## src/rtl/tow_scorer_match.sv

```systemverilog
// Tug-of-war match scorer: tracks rope position, per-player game wins and match end.
// Position decodes to a one-hot/bar display; a game win freezes play until new_game.
module tow_scorer_match #(
   parameter int unsigned STEPS       = 3,
   parameter int unsigned FAVOR_LOSER = 1,
   parameter int unsigned MATCH_WINS  = 2
) (
   input  logic                 clk,
   input  logic                 rst,
   input  logic                 winrnd,
   input  logic                 right,
   input  logic                 leds_on,
   input  logic                 tie,
   input  logic                 new_game,
   output logic [2*STEPS:0]     score,
   output logic                 game_over,
   output logic [2:0]           left_games,
   output logic [2:0]           right_games,
   output logic                 match_over,
   output logic                 false_start
);

   localparam int unsigned SW  = 2 * STEPS + 1;
   localparam int unsigned PW  = 5;
   localparam int unsigned CW  = 3;
   localparam int          WIN = int'(STEPS) + 1;
   localparam int          EDGE_POS = int'(STEPS);

   logic signed [PW-1:0] p;
   logic signed [PW-1:0] p_nxt;
   logic [CW-1:0]        left_nxt;
   logic [CW-1:0]        right_nxt;
   logic                 fs_nxt;

   int   pi;
   int   dir;
   int   np;
   logic bad;
   logic scored;
   logic restart;
   logic mr;
   logic toward;
   logic big;

   assign pi = int'(p);

   // Status decode from registered state
   assign bad        = (pi > WIN) || (pi < -WIN);
   assign game_over  = (pi == WIN) || (pi == -WIN);
   assign match_over = (left_games == CW'(MATCH_WINS)) || (right_games == CW'(MATCH_WINS));
   assign scored     = winrnd & ~tie & ~game_over & ~match_over;
   assign restart    = new_game & game_over & ~match_over;
   assign mr         = (right & leds_on) | (~right & ~leds_on);

   // Candidate position for a scored push, with loser recovery jump
   always_comb begin
      dir    = mr ? 1 : -1;
      toward = (pi < 0 && mr) || (pi > 0 && !mr);
      big    = (FAVOR_LOSER == 1) && leds_on && toward &&
               ((pi == EDGE_POS) || (pi == -EDGE_POS));
      np     = big ? pi + 2 * dir : pi + dir;
      if (big && ((pi < 0 && np > 0) || (pi > 0 && np < 0)))
         np = 0;
   end

   // Next-state selection; restart outranks a coincident push
   always_comb begin
      p_nxt     = p;
      left_nxt  = left_games;
      right_nxt = right_games;
      fs_nxt    = false_start;
      if (bad) begin
         p_nxt = '0;
      end else if (restart) begin
         p_nxt = '0;
      end else if (scored) begin
         p_nxt  = $signed(PW'(np));
         fs_nxt = ~leds_on;
         if (np == -WIN && left_games < CW'(MATCH_WINS))
            left_nxt = left_games + CW'(1);
         if (np == WIN && right_games < CW'(MATCH_WINS))
            right_nxt = right_games + CW'(1);
      end
   end

   always_ff @(posedge clk or posedge rst) begin
      if (rst) begin
         p           <= '0;
         left_games  <= '0;
         right_games <= '0;
         false_start <= 1'b0;
      end else begin
         p           <= p_nxt;
         left_games  <= left_nxt;
         right_games <= right_nxt;
         false_start <= fs_nxt;
      end
   end

   // Display: single light per position, bar of lights at a win
   always_comb begin
      score = '0;
      for (int i = 0; i < int'(SW); i++) begin
         if (bad)
            score[i] = ((i % 2) == 0);
         else if (pi == -WIN)
            score[i] = (i > EDGE_POS);
         else if (pi == WIN)
            score[i] = (i < EDGE_POS);
         else
            score[i] = (i == EDGE_POS - pi);
      end
   end

endmodule

```

## config.mk

```make
export PLATFORM = sky130hd
export DESIGN_NAME = tow_scorer_match
export DESIGN_NICKNAME = d
export VERILOG_FILES = /design/src/rtl/tow_scorer_match.sv
export SDC_FILE = /design/constraint.sdc
export NUM_CORES = 1
export LEC_CHECK = 0
export ABC_AREA = 1
export CAP_MARGIN = 10
export CORE_AREA = 2 2 71 73
export CTS_BUF_LIST = sky130_fd_sc_hd__clkbuf_8
export DETAILED_ROUTE_END_ITERATION = 7
export DIE_AREA = 0 0 73 75
export HOLD_SLACK_MARGIN = 0.05
export SKIP_LAST_GASP = 1
export SYNTH_ARGS = -nofsm -noshare
export SYNTH_HDL_FRONTEND = slang
export SYNTH_SLANG_ARGS = --single-unit
```

## constraint.sdc

```tcl
create_clock -name clk -period 5.3 [get_ports clk]
set_input_delay 1.06 -clock clk [delete_from_list [all_inputs] [get_ports clk]]
set_output_delay 1.06 -clock clk [all_outputs]
set_load 0.03 [all_outputs]
```

# Word level (Yosys, flattened, before mapping)
# Cells that the tools add are included.
# totals
mem_bits_rw	0
latch_bits	0
input_bits	7
ff_bits	12
romBits	0
out_inout_bits	16
memories	0
elab_cells	94
# op_classes
order_cmp	8
eq_ne	14
mux	27
n_bitwise	15
shift	0
n_div	0
reduce_logical	21
addsub	5
n_mul	0
# op_table
op	count
$mux 32	3
$add 5x32->32	2
$eq 32x3->1 const B	1
$eq 32x4->1 const B	1
$gt 32x1->1 const B	1
$logic_not 32->1	1
$lt 32x1->1 const B	1
$mux 1	21
$eq 4x6->1 const A	3
$eq 5x3->1 const B	3
$mux 5	3
$eq 3x6->1 const A	2
$logic_and 1x1->1	9
$reduce_and 4->1	2
$and 1x1->1	7
$not 1->1	7
$add 3x1->3 const B	2
$eq 2x6->1 const A	1
$eq 3x2->1 const B	2
$logic_or 1x1->1	6
$lt 3x2->1 const B	2
$sub 3x5->6 const A	1
$eq 5x4->1 const B	1
$gt 5x1->1 const B	1
7 further kinds	7

# Logic depth before layout (Yosys ltp)
# Gate-level depths: netlist of the first run.
# depth
word_depth	17
mapped_depth	29
mapped_depth_nobuf	29

# Worst setup path after synthesis of the first run
# Ideal clock, no wire load.
# synth_timing
kind	input to register
start	input right
end	register left_games[0]
path_slack_ns	1.918
cell_stages	26
setup_time_ns	0.113
n_path_buf	0
arrival_time_ns	3.268
required_time_ns	5.187
path_cell_list	nand2_2 nand3_1 nand2_1 inv_1 ha_1 inv_1 nand2_1 nand3_1 o21ai_0 ha_1 inv_1 nand2_1 ha_1 inv_1 nand2_1 xor2_1 nand2_1 nand2_1 nor2_1 nand3_1 nand2_1 nand2_2 nand2_4 nand4_1 nand2_1 inv_1
# synth_via
elab_chain_len	17
elab_cells_between_ends	24
classes_between	2 x add/sub; 2 x order compare; 1 x eq/ne; 3 x mux; 4 x bitwise; 12 x reduce/logical
# synth_lines
element	line_no	rtl
start, declared	11	input logic right,
$not 1->1	53	assign mr = (right & leds_on) | (~right & ~leds_on);
$and 1x1->1	53	
$or 1x1->1 *	53	
parallel branches: the longest is 10 deep, another holds $add 5x32->32	-	
$mux 32 *	62	if (big && ((pi < 0 && np > 0) || (pi > 0 && np < 0)))
$eq 32x3->1 *	79	if (np == -WIN && left_games < CW'(MATCH_WINS))
$logic_and 1x1->1 *	79	
$reduce_and 4->1 (no line) *	-	
end signal, assigned	94	left_games <= left_nxt;
end, declared	17	output logic [2:0] left_games,
# Every way passes the cells marked *.
# A chain may end at the register's enable or synchronous reset.

# Final worst setup path of the first run
# layout_timing
start	input leds_on
end	register left_games[0]
# layout_via
elab_chain_len	17
elab_cells_between_ends	24
classes_between	2 x add/sub; 2 x order compare; 1 x eq/ne; 3 x mux; 4 x bitwise; 12 x reduce/logical
# layout_lines
element	line_no	rtl
start, declared	12	input logic leds_on,
parallel branches: the longest is 13 deep, another holds $add 5x32->32	-	
$mux 32 *	62	
$eq 32x3->1 *	79	
$logic_and 1x1->1 *	79	
$reduce_and 4->1 (no line) *	-	
# Marked as above.

==> run metrics, run 1 <==
Max Cap Viol=0; GRT Util Overall=0.1699; Post-CTS Hold Fix Bufs=0; Worst R2R Path Depth=27; Peak supply drop=roughly 0.00028 V; slowest stage cell on the critical path=clkdlybuf4s50_1; Top cell by count, worst path=nand2_1; CTS resizes=0; total count of max-transition violations in the final report=0; unrepaired setup endpoints after global routing=false; post-synthesis cell area=1650 µm²; leakage power total=1.002 nW; setup TNS after final layout=0 ns; most area-hungry cell type in the Yosys netlist=dfrtp_1; global-route wire length before repair=7334 µm; total power divided by cell area=504.8 nW/µm²; post-synthesis cell count=257; register bit total from synthesis=12; endpoints failing setup=0; number of antenna violations at the first check in global routing=0; gpl congestion=0.8710; number of I/O port buffers=22; FF-to-FF setup slack=2.20 ns; worst-case headroom to the max-slew limit=0.6713; total of warnings raised by yosys=0; TritonCTS Buffers=3; vias in the first global route=1648; Starting Density=0.3541; Avg Cell Area, Syn=6.422 µm²; Synth top area share=0.1820; number of buffers on the longest clock path=2; pin count of the biggest net entering global routing=16; Vias=approximately 1700; Achievable Freq=roughly 250 MHz; clock input transition at the sequential cells of the worst setup and hold paths=0.05 ns; final clock skew=0.002129 ns; Data required, critical path=5.49 ns; Vias/cell=5.114; global route overflow=0; number of violations reported at the end of detailed-routing iteration 0=148; final worst path period need=4.067 ns; cell types with the largest area share after synthesis=dfrtp_1 (18%), nand2_1 (15%), ha_1 (11%); destination of the worst register-to-register timing path=left_games[0]; fraction of the yosys area taken by sequential cells=0.1820; area of the core=between 4000 and 5000 µm²; clock root cell=clkbuf_8; width of the die=73 µm; Routed Antenna Nets=0; clock latency of the later-clocked register in the worst-skew pair=0.24 ns; Hold Vio Cnt, Final=0; post-CTS setup buffer count=0; sink count of the clock tree=12; post-route clock period utilization=0.7673; crit path kind=input pin to flop; detailed-route DRC error count=0; final net count=302; startpoint type of the worst setup path=input pin; antenna diode count=0; outcome=finished clean; drt wl/cell=12.60 µm; worst-path fanout max=6; clock tree from TritonCTS=yes; Post-Syn Nets=~280; hpwl dp=3342 µm; number of top-level pins=23; worst hold margin=between 0.5 and 0.6 ns; pin slew with the least headroom to its limit=about 0.49 ns; Chip Height=75 µm; layout cell share with drive strength beyond 1=0.1571; Unique masters post-synth=34; die footprint=5475 µm²; Hold Path Class=flop to flop; worst setup path endpoint=left_games[0]; Cell Rows=25; area growth from synthesis to final layout=19.11%; start point of the critical path=leds_on; start of the worst register-to-register path=p[1]; Crit path largest cell delay=slightly above 0.6 ns; count of H-tree levels built during CTS=1; wire length after detailed routing=4207 µm; Pre-antenna DRT Iters=4; Critical Path End Type=flop; Crit path arrival time=4.25 ns
==> stage by stage <==
| stage | power, mW | util | area, µm² | std cells | worst slack (ns) |
|---|---|---|---|---|---|
| 2_1_floorplan | 0.6846 | - | 1650 | 257 | 1.918 |
| 4_1_cts | 0.9955 | 0.4217 | 1966 | 334 | 1.235 |
| 6_report | 0.9923 | 0.4217 | 1966 | 334 | 1.233 |
| 3_5_place_dp | 0.8902 | 0.4099 | 1911 | 330 | 0.9843 |
| 5_1_grt | 1.095 | 0.4217 | 1966 | 334 | 0.8345 |
| 3_3_place_gp | 0.8942 | 0.4099 | 1911 | 330 | 1.031 |
==> cell usage in the layout (no fill, tap or decap), types with 4 or more instances in the layout <==
cell / n
clkbuf_8: 4
clkdlybuf4s50_1: 22
dfrtp_1: 12
ha_1: 14
inv_1: 35
inv_2: 7
nand2_1: 64
nand2_2: 13
nand2_4: 4
nand3_1: 25
nand4_1: 7
nor2_1: 20
nor2_2: 5
o21ai_0: 13
xor2_1: 4
==> where the power goes <==
group          switching (mW)  total [mW]  internal (mW)
registers              0.0380       0.147          0.109
logic                   0.482       0.745          0.264
clock network          0.0344       0.100         0.0657
==> kinds of logic (layout without fill, tap and decap cells) <==
group,after synthesis,count (layout),synth area share
and+or+nand+nor,147,147,0.4428
xor gates and xnor gates,4,4,0.02123
adders and majority gates,14,14,0.1061
AOI/OAI and AO/OA,34,34,0.1334
buffers and inverters,46,69,0.1145
DFF,12,12,0.1820
==> per-layer routing <==
metal	part of all wire	GRT usage	vias up
met5	0	0	-
met4	0.0071	0.04938	0
met3	0.056	0.01606	4
met2	0.46	0.2833	45
met1	0.47	0.2342	775
li1	-	-	884
==> cells in the mapped netlist <==
cell type	n
o21ai_1	2
nor4_2	1
nand3_1	25
inv_1	35
nand2_4	4
o22ai_1	3
o41ai_1	2
o21bai_2	2
a211oi_1	1
o21ai_2	1
nor2_4	2
clkinv_1	1
o21ai_0	13
nor2_2	5
nand2_2	13
a22oi_1	1
nand2_1	64
o311ai_0	1
xor2_1	4
dfrtp_1	12
or2_2	1
nor2_1	20
buf_6	2
o21bai_1	2
a21oi_2	1
nand4_1	7
o211ai_1	2
inv_2	7
ha_1	14
nand3_4	1
a21oi_1	3
buf_2	1
nand3_2	2
nor3_1	2
==> how the worst min path moves through the flow <==
| stage | start | to | cells after the start |
|---|---|---|---|
| floorplan | p[2] | p[2] | 2 |
| global placement | right_games[2] | right_games[2] | 1 |
| detailed placement | false_start | false_start | 2 |
| CTS | false_start | false_start | 2 |
| global route | false_start | false_start | 2 |
| finish | false_start | false_start | 2 |
==> registers in the layout, summed over array words and instances, names as in the netlist <==
| signal | count |
|---|---|
| left_games | 3 |
| right_games | 3 |
| false_start | 1 |
| p | 5 |
==> final cells by class <==
type	count	area (µm²)
fill	503	2695
multi-input combinational	199	1161
sequential	12	300.3
timing repair buffer	22	220.2
inverter	43	161.4
tap	54	67.56
clock buffer	4	55.05
==> critical path: cells and delay by family <==
kind / cells / cell delay, ns
simple gates: 17 / 1.43
fa+ha+maj: 3 / 0.55
buf+inv: 7 / 0.97
xor+xnor: 1 / 0.14
compound gates: 1 / 0.10
(Power assumes the default switching activity.)
==> run 2, diff against run 1 <==
Clock period 5.3 ns to 3.6 ns, I/O delays scaled along.
==> run 2 against run 1 <==
Effect of this change: via count rose by 3.5%; setup slack got worse by 0.92 ns; non-clock buffer count rose by 24; critical path depth fell by 22; final area rose by 8.8%; wire length rose by 3.3%; power rose by 54%; sequential cell count did not move; die area did not move; sequential share of layout area fell by 1.2 points; critical endpoint is now score[4]; clock skew fell by 0.00085 ns.
==> run metrics, run 2 (synthesis gave the netlist of run 1 again) <==
number of flip-flops under the largest register name=5; global-route wire length before repair=~7600 µm; count of H-tree levels built during CTS=1; Reg with most FFs=p; number of I/O port buffers=22; endpoints failing setup=0; hpwl dp=~3500 µm; startpoint of the lowest-slack hold path=false_start; largest registers=p (5), left_games (3), right_games (3); clock tree from TritonCTS=yes; worst-path fanout max=9; Chip Height=between 70 and 80 µm; die footprint=5475 µm²; number of top-level pins=23; post-CTS setup buffer count=0; Starting Density=0.3541; number of violations reported at the end of detailed-routing iteration 0=87; crit path kind=flop to output pin; Power, Total=between 1.5 and 2 mW; sink count of the clock tree=12; Achievable Freq=~300 MHz; Post-CTS Hold Fix Bufs=0; number of antenna violations at the first check in global routing=0; width of the die=about 73 µm; startpoint type of the worst setup path=flop; start of the worst register-to-register path=p[1]; leakage power total=1.127 nW; worst-case headroom to the max-slew limit=0.6441; Critical Path End Type=output pin; wire length after detailed routing=around 4300 µm; antenna diode count=0; final clock skew=0.001278 ns; vias in the first global route=1712; Vias/cell=roughly 4.9; total power divided by cell area=713.9 nW/µm²; Pre-antenna DRT Iters=4; area of the core=4661 µm²; final net count=around 330; worst hold margin=0.5020 ns; number of buffers on the longest clock path=2; Max Cap Viol=0; Peak supply drop=0.0004745 V; pin count of the biggest net entering global routing=14; Routed Antenna Nets=0; total count of max-transition violations in the final report=0; leading cell type in the layout, fill and taps excluded=nand2_1; Data required, critical path=2.88 ns; Hold Path Class=flop to flop; area growth from synthesis to final layout=29.64%; start point of the critical path=p[4]; global route overflow=0; Cell Rows=25; detailed-route DRC error count=0; drt wl/cell=12.17 µm; Vias=1767; GRT Util Overall=0.1703; unrepaired setup endpoints after global routing=false; clock latency of the later-clocked register in the worst-skew pair=0.23 ns; outcome=finished clean; Hold Vio Cnt, Final=0; setup TNS after final layout=0 ns; gpl congestion=0.8355; utilization after layout=0.4591; pin slew with the least headroom to its limit=approximately 0.53 ns; TritonCTS Buffers=3; Crit path arrival time=2.56 ns; clock input transition at the sequential cells of the worst setup and hold paths=about 0.05 ns; FF-to-FF setup slack=roughly 0.66 ns; most used cells in the layout excluding fill and tap cells=nand2_1 (63), inv_1 (35), nand3_1 (25); layout cell share with drive strength beyond 1=0.2244; final worst path period need=3.283 ns; clock root cell=clkbuf_8; post-route clock period utilization=0.9120
## run 2: layer usage
layer	up-vias	track usage	share of wire
met4	0	0.02469	0
met2	25	0.2993	0.47
met5	-	0	0
met1	806	0.2361	0.50
li1	936	-	-
met3	0	0.009371	0.023
## run 2: what timing repair did
| item | 4_1_cts | 5_1_grt |
|---|---|---|
| hold endpoints to repair | 0 | 0 |
| setup endpoints to repair | 0 | 11 |
| gates resized for setup | 0 | 3 |
## run 2: layout make-up
| class | count | area, µm² |
|---|---|---|
| Clock buffer | 3 | 41.29 |
| Fill cell | 484 | 2521 |
| Inverter | 43 | 161.4 |
| Multi-Input combinational cell | 199 | 1164 |
| Sequential cell | 12 | 300.3 |
| Tap cell | 54 | 67.56 |
| Timing Repair Buffer | 46 | 405.4 |
## run 2: path summary, 6_finish.rpt
kind	endpoint	depth (start not counted)
min in group asynchronous	false_start	2
worst min-delay path	false_start	2
worst max register to register	left_games[0]	26
worst min register to register	false_start	2
max in group asynchronous	left_games[1]	2
worst max-delay path	score[4]	7
## run 2: where the power goes
group	switching, mW	total (mW)	internal (mW)	leakage (nW)
clock network	0.0438	0.117	0.0733	0.0216
registers	0.0391	0.200	0.161	0.157
logic	0.753	1.21	0.457	0.948
total	0.836	1.53	0.691	1.13
## run 2: per-stage QoR
step                instances  instance area [µm²]  setup slack (ns)
finish                    357                 2140            0.3169
global route              357                 2140            0.1075
CTS                       357                 2132           0.03842
detailed placement        354                 2091           -0.1793
global placement          354                 2091           -0.1311
floorplan                 257                 1650            0.5583
## run 2: critical path, cell delays in order, from the launching register on
cell	delay, ns
dfrtp_1	0.50
inv_2	0.18
nand4_1	0.22
a22oi_1	0.41
inv_1	0.14
a21oi_1	0.18
o21ai_0	0.11
clkdlybuf4s50_1	0.60
